`src/rtl/prog_loader_if.sv`:
```
// Byte-stream handshake, instruction-memory write port and boot status of the program loader.
// slave: the loader; master: the byte source / SoC side.
interface prog_loader_if;
    logic        in_valid;
    logic [7:0]  in_data;
    logic        in_ready;
    logic        imem_we;
    logic [31:0] imem_addr;
    logic [31:0] imem_wdata;
    logic        cpu_reset;
    logic        done;
    logic        error;

    modport slave (
        input  in_valid, in_data,
        output in_ready, imem_we, imem_addr, imem_wdata, cpu_reset, done, error
    );

    modport master (
        output in_valid, in_data,
        input  in_ready, imem_we, imem_addr, imem_wdata, cpu_reset, done, error
    );
endinterface

```
`src/rtl/prog_loader.sv`:
```
// Boot loader: assembles big-endian words from a length-prefixed byte stream into instruction memory,
// holding the CPU in reset until loaded. Define PROG_LOADER_CHECKSUM_EN for an XOR checksum trailer byte.
module prog_loader #(
    parameter int unsigned ADDR_W    = 8,
    parameter logic [31:0] BASE_ADDR = 32'h0000_0000
) (
    input logic         clk,
    input logic         reset,
    prog_loader_if.slave bus
);

    localparam int unsigned IDX_W     = ADDR_W + 1;
    localparam int unsigned MAX_WORDS = 32'(1) << ADDR_W;

    typedef enum logic [2:0] {HDR_HI, HDR_LO, PAYLOAD, CHK, DONE, ERROR} state_t;

`ifdef PROG_LOADER_CHECKSUM_EN
    localparam state_t AFTER_PAYLOAD = CHK;
`else
    localparam state_t AFTER_PAYLOAD = DONE;
`endif

    state_t             state_q, state_d;
    logic [15:0]        n_q;
    logic [IDX_W-1:0]   widx_q;
    logic [1:0]         bidx_q;
    logic [23:0]        shift_q;
    logic               in_ready_q;
    logic               we_q;
    logic [31:0]        addr_q;
    logic [31:0]        wdata_q;
    logic               cpu_reset_q;
    logic               done_q;
    logic               error_q;
`ifdef PROG_LOADER_CHECKSUM_EN
    logic [7:0]         csum_q;
`endif

    logic        accept;
    logic [15:0] n_hdr;
    logic        word_done;
    logic        last_word;

    assign accept    = bus.in_valid && in_ready_q;
    assign n_hdr     = {n_q[15:8], bus.in_data};
    assign word_done = (state_q == PAYLOAD) && accept && (bidx_q == 2'd3);
    assign last_word = (32'(widx_q) + 32'd1) == 32'(n_q);

    always_ff @(posedge clk or posedge reset) begin
        if (reset) state_q <= HDR_HI;
        else       state_q <= state_d;
    end

    always_comb begin
        state_d = state_q;
        case (state_q)
            HDR_HI:  if (accept) state_d = HDR_LO;
            HDR_LO: begin
                if (accept) begin
                    if (32'(n_hdr) > MAX_WORDS) state_d = ERROR;
                    else if (n_hdr == 16'd0)    state_d = AFTER_PAYLOAD;
                    else                        state_d = PAYLOAD;
                end
            end
            PAYLOAD: if (word_done && last_word) state_d = AFTER_PAYLOAD;
`ifdef PROG_LOADER_CHECKSUM_EN
            CHK:     if (accept) state_d = (bus.in_data == csum_q) ? DONE : ERROR;
`endif
            default: ;
        endcase
    end

    // Header/word assembly, write strobe and sticky status; all hold while in_valid is low.
    always_ff @(posedge clk or posedge reset) begin
        if (reset) begin
            n_q         <= 16'd0;
            widx_q      <= '0;
            bidx_q      <= 2'd0;
            shift_q     <= 24'd0;
            in_ready_q  <= 1'b1;
            we_q        <= 1'b0;
            addr_q      <= BASE_ADDR;
            wdata_q     <= 32'd0;
            cpu_reset_q <= 1'b1;
            done_q      <= 1'b0;
            error_q     <= 1'b0;
`ifdef PROG_LOADER_CHECKSUM_EN
            csum_q      <= 8'd0;
`endif
        end else begin
            we_q <= 1'b0;
            if (accept) begin
                case (state_q)
                    HDR_HI: n_q[15:8] <= bus.in_data;
                    HDR_LO: n_q[7:0]  <= bus.in_data;
                    PAYLOAD: begin
                        bidx_q  <= bidx_q + 2'd1;
                        shift_q <= {shift_q[15:0], bus.in_data};
`ifdef PROG_LOADER_CHECKSUM_EN
                        csum_q  <= csum_q ^ bus.in_data;
`endif
                        if (bidx_q == 2'd3) begin
                            we_q    <= 1'b1;
                            wdata_q <= {shift_q, bus.in_data};
                            addr_q  <= BASE_ADDR + (32'(widx_q) << 2);
                            widx_q  <= widx_q + IDX_W'(1);
                        end
                    end
                    default: ;
                endcase
            end
            in_ready_q <= (state_d != DONE) && (state_d != ERROR);
            if (state_d == DONE)  done_q  <= 1'b1;
            if (state_d == ERROR) error_q <= 1'b1;
            // Release the CPU one cycle into DONE, after any final write has landed.
            if (state_q == DONE)  cpu_reset_q <= 1'b0;
        end
    end

    assign bus.in_ready   = in_ready_q;
    assign bus.imem_we    = we_q;
    assign bus.imem_addr  = addr_q;
    assign bus.imem_wdata = wdata_q;
    assign bus.cpu_reset  = cpu_reset_q;
    assign bus.done       = done_q;
    assign bus.error      = error_q;

endmodule

```
`src/flat_wrapper.sv`:
```
// flat-port wrapper written by rule: the top's interface ports become plain ports
module prog_loader_flat 
#(
    parameter int unsigned ADDR_W    = 8,
    parameter logic [31:0] BASE_ADDR = 32'h0000_0000
)
  (clk, reset, bus_in_valid, bus_in_data, bus_in_ready, bus_imem_we, bus_imem_addr, bus_imem_wdata, bus_cpu_reset, bus_done, bus_error);
  prog_loader_if bus_i ();
  input logic clk;
  input logic reset;
  input wire logic [$bits(bus_i.in_valid)-1:0] bus_in_valid;
  input wire logic [$bits(bus_i.in_data)-1:0] bus_in_data;
  output wire logic [$bits(bus_i.in_ready)-1:0] bus_in_ready;
  output wire logic [$bits(bus_i.imem_we)-1:0] bus_imem_we;
  output wire logic [$bits(bus_i.imem_addr)-1:0] bus_imem_addr;
  output wire logic [$bits(bus_i.imem_wdata)-1:0] bus_imem_wdata;
  output wire logic [$bits(bus_i.cpu_reset)-1:0] bus_cpu_reset;
  output wire logic [$bits(bus_i.done)-1:0] bus_done;
  output wire logic [$bits(bus_i.error)-1:0] bus_error;
  assign bus_i.in_valid = bus_in_valid;
  assign bus_i.in_data = bus_in_data;
  assign bus_in_ready = bus_i.in_ready;
  assign bus_imem_we = bus_i.imem_we;
  assign bus_imem_addr = bus_i.imem_addr;
  assign bus_imem_wdata = bus_i.imem_wdata;
  assign bus_cpu_reset = bus_i.cpu_reset;
  assign bus_done = bus_i.done;
  assign bus_error = bus_i.error;
  prog_loader #(.ADDR_W(ADDR_W), .BASE_ADDR(BASE_ADDR)) u_core (.clk(clk), .reset(reset), .bus(bus_i));
endmodule
```
`config.mk`:
```
export PLATFORM = sky130hd
export DESIGN_NAME = prog_loader_flat
export DESIGN_NICKNAME = d
export VERILOG_FILES = /design/src/rtl/prog_loader_if.sv /design/src/rtl/prog_loader.sv /design/src/flat_wrapper.sv
export SDC_FILE = /design/constraint.sdc
export NUM_CORES = 1
export LEC_CHECK = 0
export BUFFER_PORTS_ARGS = -buffer_cell sky130_fd_sc_hd__buf_4
export CORE_UTILIZATION = 50
export DETAILED_ROUTE_END_ITERATION = 10
export PLACE_DENSITY = 0.73
export SLEW_MARGIN = 5
export SYNTH_ARGS = -nofsm -noshare
export SYNTH_HDL_FRONTEND = slang
export SYNTH_SLANG_ARGS = --single-unit
```
`constraint.sdc`:
```
create_clock -name clk -period 5.7 [get_ports clk]
set_input_delay 0.57 -clock clk [delete_from_list [all_inputs] [get_ports clk]]
set_output_delay 0.57 -clock clk [all_outputs]
set_load 0.02 [all_outputs]
```
==> flow_metrics.py, run 1 <==
metrics = {
    "global_routing": {
        "grt_busiest_layer": "met2",
        "grt_use_met1_pct": 24.7,
        "first_global_vias": 2465,
        "grt_antenna_before_repair": 0,
        "gr-usage-met2_pct": 26.3,
        "grt_overflow_total": 0,
        "met3_usage_pct": 4.11,
        "grt_max_degree": 58,
        "grt_usage_pct": 17.3,
        "grt_pass1_wl_mm": 12.1,
    },
    "logic_synthesis": {
        "async_flop_share_pct": 100,
        "synth_area_leaders": "dfrtp_1, mux2_2, buf_4, xnor2_1, dfstp_2",
        "ys_seq_elements": 100,
        "synthDistinctLibCells": 52,
        "avgSynthCellArea_um2": 13.8,
        "syn_inst": 320,
        "ys_seq_area_share_pct": 56.7,
        "yosys.area.top_type_share_pct": 55.5,
        "yosys_warnings": 0,
        "synth_edf_count": 0,
        "netlist_area_um2": 4420,
        "synth_area_leader_cell": "dfrtp_1",
        "synth_flop_cell": "dfrtp_1",
    },
    "flow_run": {
        "drv_cap": 0,
    },
    "cts": {
        "clock_path_buffers": 2,
        "cts_resized": 0,
        "htree_levels": 3,
        "clk_pin_slew_ns": 0.11,
        "insertion_delay_ns": 0.36,
        "cts_buffers": 9,
        "ctsHoldBuffers": 0,
        "cts-root-buf": "clkbuf_8",
        "clock-sinks": 100,
        "cts_setup_buffers": 0,
        "cts_tree": "built",
    },
    "floorplanning": {
        "dieArea_um2": 9220,
        "rows": 33,
        "start_util_pct": 52.7,
        "core_um2": 8380,
        "die_x_um": 96.0,
        "die_h_um": 96.0,
        "io_pins": 80,
    },
    "hold_path": {
        "hold_path.class": "in2async",
    },
    "worst_setup_path": {
        "slowest_stage": "and4b_2",
        "path_buf_inv": 0,
        "setup.worst_path.class": "reg2reg",
        "start_kind": "register",
        "crit_chain": "and3b_1, and4b_2, nand4_1, or4_4, o21ba_4, o21bai_2",
        "cp.required_ns": 5.99,
        "crit_fanout": 26,
        "crit_arrival_ns": 2.70,
        "worst_setup_path_end_kind": "register",
        "crit_family": "simple AND/OR/NAND/NOR gates",
        "slowest_delay_ns": 0.63,
    },
    "final_layout": {
        "antenna_cells": 0,
        "nNetsFinal": 385,
        "layout-area-overhead-vs-synth_pct": 13.0,
        "fin_util_pct": 59.6,
        "layout-drive-gt1-share_pct": 46.7,
    },
    "placement": {
        "post-place-ws_ns": 3.13,
        "dp_hpwl_mm": 4.96,
        "gp_congestion": 0.762,
        "port-buffer-count": 56,
    },
    "sta": {
        "setup_ws_ns": 3.29,
        "finalHoldViolations": 0,
        "slew_headroom_pct": 54.1,
        "drv_slew": 0,
        "rsz0062_at_grt": "false",
        "timing.fmax_mhz": 416,
        "setup_viol": 0,
        "fin_skew_ns": 0.0117,
        "fin_tns_setup_ns": 0,
        "hold_ws_ns": 0.244,
        "fin_crit_ns": 2.41,
        "worst_slew_pin_slew_ns": 0.689,
        "fin_crit_sh_pct": 42.2,
    },
    "pwr": {
        "power.density_nw_per_um2": 299,
        "leakage_nw": 2.49,
        "vdd_drop_max_mv": 0.153,
        "p_total_mw": 1.49,
    },
    "routing": {
        "ant_nets": 0,
        "drc": 0,
        "drtPass1Iterations": 4,
        "drt_iter0_drc": 85,
        "via_per_inst": 5.28,
        "wl_per_cell_um": 15.0,
        "totalWireLength_mm": 7.24,
        "vias": 2544,
    },
    "status": {
        "status": "completed",
    },
}
==> layout make-up <==
cell class                      instances  area, µm²
Clock buffer                           10        128
Clock inverter                          6       55.1
Fill cell                             660       3390
Inverter                                2       10.0
Multi-Input combinational cell        199       1710
Sequential cell                       100       2500
Tap cell                              105        131
Timing Repair Buffer                   60        450
==> registers in the layout (all words and copies together), names as in the netlist <==
name and cells:
u_core.n_q 16, u_core.state_q 3, u_core.bus.imem_wdata 32, u_core.bus.cpu_reset 1, u_core.bus.in_ready 1, u_core.bus.done 1, u_core.bidx_q 2, u_core.widx_q 9
u_core.bus.imem_addr 9, u_core.bus.imem_we 1, u_core.shift_q 24, u_core.bus.error 1
==> synth_stat cells (2+ instances only) <==
cell / n
nor3_1: 3
nand3b_1: 2
nand4_1: 3
buf_2: 3
inv_1: 2
ha_1: 2
buf_4: 25
and3_1: 2
nor3b_1: 2
o2111ai_1: 2
nor3_2: 2
dfstp_2: 2
buf_6: 4
xor2_1: 6
and4_4: 2
dfrtp_1: 98
nor2_1: 8
xnor2_1: 14
nand2_1: 12
mux2_2: 83
clkbuf_1: 8
nor4_1: 4
a31oi_1: 2
==> worst paths after layout <==
path | to | start | cells past startpoint | slack, ns
worst max-delay path | u_core.bus.done | u_core.bus.in_ready | 6 | 3.29
worst min-delay path | u_core.bus.imem_wdata[21] | reset | 2 | 0.24
worst max register to register | u_core.bus.done | u_core.bus.in_ready | 6 | 3.29
worst min register to register | u_core.bus.cpu_reset | u_core.state_q[2] | 1 | 0.47
max in group asynchronous | u_core.state_q[1] | reset | 3 | 4.34
min in group clk | u_core.bus.cpu_reset | u_core.state_q[2] | 1 | 0.47
==> layout by cell type, fill, tap and decap left out, drive strengths merged, types with 3 or more instances in the layout <==
master / synthesis / layout
dfrtp: 98 / 98
mux2: 83 / 83
buf: 32 / 60
conb: 1 / 23
xnor2: 14 / 14
nand2: 12 / 12
clkbuf: 9 / 10
nor2: 8 / 8
xor2: 6 / 6
nor3: 5 / 5
inv: 2 / 5
nor4: 4 / 4
nand4: 3 / 3
clkinv: 0 / 3
and4: 3 / 3
nor3b: 3 / 3
==> cells by family (layout without fill, tap and decap cells) <==
group	count (synthesis)	count (layout)	synth area share, %
mux	84	84	21.4
simple gates	54	54	7.79
compound gates	16	16	2.97
fa+ha+maj	2	2	0.566
flops	100	100	56.7
xor+xnor	20	20	3.96
other cells	1	23	0.0849
buf+inv	43	78	6.57
==> routing by layer <==
metal / vias up / part of all wire (%) / routed length, µm
met1: 1299 / 48 / 3470
met4: 0 / 0.68 / 49
met3: 5 / 3.7 / 271
met5: - / 0 / 0
li1: 1178 / - / -
met2: 62 / 48 / 3450
==> power breakdown <==
group          switching (mW)  internal (mW)  leakage [nW]
Sequential             0.0596          0.777          1.34
Combinational           0.111          0.123          1.06
Clock                   0.256          0.168        0.0934
Total                   0.426           1.07          2.49
==> through the flow <==
| stage | instances | area, µm² |
|---|---|---|
| 3_3_place_gp | 466 | 4810 |
| 6_report | 482 | 4990 |
| 4_1_cts | 482 | 4990 |
| 2_1_floorplan | 342 | 4500 |
| 5_1_grt | 482 | 4990 |
| 3_5_place_dp | 466 | 4810 |
(Power assumes the default switching activity.)
==> inputs of run 2 (changes only) <==
Clock period 5.7 ns to 2.4 ns, I/O delays scaled along.
==> run 2 against run 1 <==
  * First-iteration DRC count down 12%
  * Critical path depth up 1
  * Power up 140%
  * Clock power up 140%
  * Die area unchanged
  * Sequential share of layout area down 0.82 points
  * Hold slack worse by 0.080 ns
  * Highest routed layer unchanged
  * Largest power group unchanged
  * Cell count up 1.2%
==> flow_metrics.py, run 2 (synthesized netlist as in run 1, its figures left out) <==
metrics = {
    "final_layout": {
        "final_cell_mix": "dfrtp_1, mux2_2, buf_4",
        "multi_input_area_um2": 1720,
        "layout_commonest_cell": "dfrtp_1",
        "layout-area-overhead-vs-synth_pct": 14.9,
        "nFillCells": 670,
        "fin_util_pct": 60.6,
        "register_area_um2": 2510,
        "layout-drive-gt1-share_pct": 48.0,
        "largest_reg_flops": 32,
        "antenna_cells": 0,
        "nNetsFinal": 391,
    },
    "status": {
        "status": "completed",
    },
    "routing": {
        "ant_nets": 0,
        "wl_met3_um": 248,
        "m1WireLength_mm": 3.51,
        "totalWireLength_mm": 7.22,
        "drc": 0,
        "via_per_inst": 5.17,
        "dr.max_layer_used": "met4",
        "wl_per_cell_um": 14.8,
        "vias": 2521,
        "drtPass1Iterations": 4,
        "drt_iter0_drc": 75,
        "wl_met2_mm": 3.38,
    },
    "floorplanning": {
        "io_pins": 80,
        "die_h_um": 96.0,
        "dieArea_um2": 9220,
        "die_x_um": 96.0,
        "rows": 33,
        "core_um2": 8380,
        "start_util_pct": 52.7,
    },
    "worst_setup_path": {
        "setup.worst_path.class": "reg2reg",
        "path_buf_inv": 0,
        "crit_fanout": 7,
        "slowest_delay_ns": 0.52,
        "crit_arrival_ns": 2.50,
        "worst_setup_path_end_kind": "register",
        "cp.required_ns": 2.68,
        "crit_chain": "ha_2, nand3_2, a211oi_1, and3b_4, or4_4, o21ba_4, o21bai_2",
        "slowest_stage": "or4_4",
        "crit_family": "simple AND/OR/NAND/NOR gates",
        "start_kind": "register",
    },
    "pwr": {
        "p_sw_mw": 1.03,
        "p_comb_share_pct": 15.6,
        "seqPwrFrac_pct": 55.6,
        "vdd_drop_max_mv": 0.389,
        "leakage_nw": 2.54,
        "p_int_mw": 2.55,
        "switching_share_pct": 28.8,
        "clkPwrFrac_pct": 28.8,
        "power.density_nw_per_um2": 705,
        "p_total_mw": 3.58,
    },
    "cts": {
        "htree_levels": 3,
        "clock-sinks": 100,
        "clk_pin_slew_ns": 0.11,
        "insertion_delay_ns": 0.35,
        "cts_buffers": 9,
        "clock_path_buffers": 2,
        "cts_tree": "built",
        "cts-root-buf": "clkbuf_8",
    },
    "sta": {
        "drv_slew": 0,
        "rsz0062_at_grt": "false",
        "setup_viol": 0,
        "fin_tns_setup_ns": 0,
        "fin_skew_ns": 0.0132,
        "slew_headroom_pct": 57.1,
        "setup_ws_ns": 0.180,
        "fin_crit_ns": 2.22,
        "timing.fmax_mhz": 451,
        "worst_slew_pin_slew_ns": 0.640,
        "hold_ws_ns": 0.164,
        "finalHoldViolations": 0,
        "fin_crit_sh_pct": 92.5,
    },
    "global_routing": {
        "grt_usage_pct": 17.5,
        "grt_pass1_wl_mm": 12.3,
        "grt_overflow_total": 0,
        "first_global_vias": 2482,
        "grt_antenna_before_repair": 0,
        "grt_max_degree": 36,
    },
    "placement": {
        "post-place-ws_ns": 0.145,
        "gp_congestion": 0.765,
        "port-buffer-count": 56,
        "dp_hpwl_mm": 5.04,
    },
    "hold_path": {
        "hold_path.class": "in2reg",
    },
    "flow_run": {
        "drv_cap": 0,
    },
}
run 2: cell count changes in the layout (fill, tap and decap cells not counted), sizes merged:
cell         previous run  this run
clkinv                  3         4
clkinvlp                0         1
clkbuf                 10         9
buf                    60        65
inv                     5         4
dlygate4sd3             0         1
run 2: worst reg2reg max path, stage by stage (launching register included):
cell	delay, ns
dfrtp_2	0.44
ha_2	0.26
nand3_2	0.16
a211oi_1	0.23
and3b_4	0.23
or4_4	0.52
o21ba_4	0.21
o21bai_2	0.09
run 2: repair_timing:
| item | in CTS | in global routing |
|---|---|---|
| gates resized for setup | 0 | 3 |
| hold buffers | 1 | 0 |
| endpoints found under the hold margin | 22 | 0 |
| endpoints found under the setup margin | 0 | 2 |
| setup buffers | 0 | 0 |
run 2: final cells by class:
cell class                      instances  share of cell area [%]
Sequential cell                       100                    49.3
Multi-Input combinational cell        199                    33.9
Timing Repair Buffer                   66                    10.1
Tap cell                              105                    2.59
Clock buffer                            9                    2.44
Clock inverter                          7                    1.43
Inverter                                2                   0.222
run 2: worst paths after layout:
kind / startpoint / end / slack (ns) / depth (start not counted)
min in group asynchronous: reset / u_core.bus.imem_addr[3] / 0.49 / 3
hold / removal: bus_in_data[6] / u_core.shift_q[6] / 0.16 / 2
setup reg to reg: u_core.widx_q[1] / u_core.bus.done / 0.18 / 7
hold reg to reg: u_core.bus.error / u_core.bus.error / 0.47 / 1
max in group asynchronous: reset / u_core.bus.in_ready / 1.25 / 4
setup / recovery: u_core.widx_q[1] / u_core.bus.done / 0.18 / 7
run 2: power by group through the flow:
stage / registers (mW) / clock network (mW) / logic, mW
after floorplan: 1.98 / 0 / 0.484
after global routing: 2.02 / 1.12 / 0.625
final: 1.99 / 1.03 / 0.560
after detailed placement: 2.03 / 0 / 0.561
after global placement: 2.02 / 0 / 0.546
after CTS: 1.99 / 1.07 / 0.566
run 2: routing by layer:
metal | track usage [%] | vias up
li1 | - | 1193
met4 | 5.97 | 0
met3 | 3.32 | 7
met5 | 0 | -
met2 | 26.1 | 57
met1 | 25.7 | 1264
run 2: through the flow:
step,cells,instance area (µm²)
3_5_place_dp,471,4860
2_1_floorplan,342,4510
3_3_place_gp,471,4860
4_1_cts,488,5070
5_1_grt,488,5080
6_report,488,5080
==> inputs of run 3 (changes only) <==
Settings changed: CTS_CLUSTER_SIZE from default to 40, REMOVE_ABC_BUFFERS from default to 1.
==> run 3 against run 2 <==
  * Register-to-register slack hardly changed
  * Hold slack lost 0.0056 ns
  * Global-route usage hardly changed
  * Utilization about the same
  * Largest cell class unchanged
  * Power increased by 2.6%
  * Via count is 0.87% higher
  * Design area about the same
  * First-iteration DRC count shrank 19%
  * Non-clock buffer count fell by 4
  * Count of clock-buffer cells in the layout up 1
==> flow_metrics.py, run 3 (synthesized netlist as in run 1, its figures left out) <==
metrics = {
    "sta": {
        "finalHoldViolations": 0,
        "setup_viol": 0,
        "rsz0062_at_grt": "false",
        "timing.fmax_mhz": 452,
        "setup_ws_ns": 0.188,
        "fin_crit_sh_pct": 92.2,
        "slew_headroom_pct": 59.9,
        "drv_slew": 0,
        "fin_skew_ns": 0.00939,
        "worst_slew_pin_slew_ns": 0.598,
        "fin_crit_ns": 2.21,
    },
    "routing": {
        "wl_per_cell_um": 15.3,
        "via_per_inst": 5.25,
        "wl_met3_um": 288,
        "drt_iter0_drc": 61,
        "drtPass1Iterations": 4,
        "dr.max_layer_used": "met4",
        "vias": 2543,
        "m1WireLength_mm": 3.50,
        "totalWireLength_mm": 7.42,
        "drc": 0,
        "wl_met2_mm": 3.54,
        "ant_nets": 0,
    },
    "worst_setup_path": {
        "cp.required_ns": 2.68,
        "start_kind": "register",
        "crit_arrival_ns": 2.50,
        "worst_setup_path_end_kind": "register",
        "crit_fanout": 7,
        "setup.worst_path.class": "reg2reg",
    },
    "global_routing": {
        "grt_max_degree": 63,
        "grt_usage_pct": 17.5,
        "first_global_vias": 2523,
        "grt_antenna_before_repair": 0,
        "grt_pass1_wl_mm": 12.2,
        "grt_overflow_total": 0,
    },
    "floorplanning": {
        "die_h_um": 96.0,
        "dieArea_um2": 9220,
        "io_pins": 80,
        "die_x_um": 96.0,
        "core_um2": 8380,
        "rows": 33,
        "start_util_pct": 52.7,
    },
    "placement": {
        "post-place-ws_ns": 0.125,
        "dp.cells": 467,
        "port-buffer-count": 56,
        "dp_hpwl_mm": 5.01,
        "gp_congestion": 0.832,
    },
    "final_layout": {
        "nNetsFinal": 387,
        "layout-drive-gt1-share_pct": 47.5,
        "layout_commonest_cell": "dfrtp_1",
        "layout-area-overhead-vs-synth_pct": 14.9,
        "final_cell_mix": "dfrtp_1, mux2_2, buf_4",
        "antenna_cells": 0,
        "fin_cells": 484,
        "largest_reg_flops": 32,
    },
    "hold_path": {
        "hold_path.class": "in2reg",
    },
    "flow_run": {
        "drv_cap": 0,
    },
    "cts": {
        "cts_tree": "built",
        "insertion_delay_ns": 0.36,
        "clk_pin_slew_ns": 0.10,
        "clock-sinks": 100,
        "cts-root-buf": "clkbuf_8",
        "htree_levels": 3,
        "cts_buffers": 9,
        "clock_path_buffers": 2,
    },
    "pwr": {
        "leakage_nw": 2.52,
        "vdd_drop_max_mv": 0.340,
        "power.density_nw_per_um2": 724,
    },
    "status": {
        "status": "completed",
    },
}
## run 3: metrics by stage
| stage | TNS, ns | utilization (%) | power (mW) | area [µm²] | hold slack, ns |
|---|---|---|---|---|---|
| finish | 0 | 60.6 | 3.68 | 5080 | 0.158 |
| global route | 0 | 60.6 | 3.86 | 5080 | 0.143 |
| CTS | 0 | 60.5 | 3.72 | 5070 | 0.143 |
| detailed placement | 0 | 57.8 | 2.59 | 4840 | 0.307 |
| global placement | 0 | 57.8 | 2.56 | 4840 | 0.305 |
| floorplan | -56.58 | - | 2.43 | 4220 | 0.392 |
## run 3: worst max-delay path: stages, from the launching register on
cell	delay, ns
dfrtp_2	0.43
ha_2	0.25
nand3_2	0.15
a211oi_1	0.25
and3b_4	0.23
or4_4	0.52
o21ba_4	0.22
o21bai_2	0.09
## run 3: area by class of cell
class | instances | area [µm²]
Fill cell | 678 | 3310
Sequential cell | 100 | 2510
Multi-Input combinational cell | 199 | 1720
Timing Repair Buffer | 62 | 493
Clock buffer | 10 | 138
Tap cell | 105 | 131
Clock inverter | 6 | 81.3
Inverter | 2 | 10.0
## run 3: layer usage
metal,global-route usage (%),vias to the layer above
met5,0,-
met2,27.8,69
li1,-,1181
met4,7.21,0
met3,2.92,10
met1,23.9,1283
## run 3: path summary, 6_finish.rpt
kind	endpoint	depth (start not counted)	start	slack, ns
max in group asynchronous	u_core.widx_q[1]	4	reset	1.21
hold / removal	u_core.shift_q[1]	2	bus_in_data[1]	0.16
hold reg to reg	u_core.bus.cpu_reset	1	u_core.state_q[2]	0.48
min in group asynchronous	u_core.bus.imem_wdata[4]	3	reset	0.47
setup reg to reg	u_core.bus.done	7	u_core.widx_q[1]	0.19
setup / recovery	u_core.bus.done	7	u_core.widx_q[1]	0.19
## run 3: where the power goes
part	switching, mW	leakage (nW)	internal (mW)	total, mW
Combinational	0.262	1.07	0.295	0.557
Sequential	0.153	1.34	1.85	2.00
Clock	0.591	0.110	0.530	1.12
Total	1.01	2.52	2.67	3.68
## run 3: timing repair
action                                  CTS  global route
hold buffers                              1             0
endpoints found under the hold margin    36             0
setup buffers                             0             0
resized for setup                         0             2
endpoints found under the setup margin    0             1
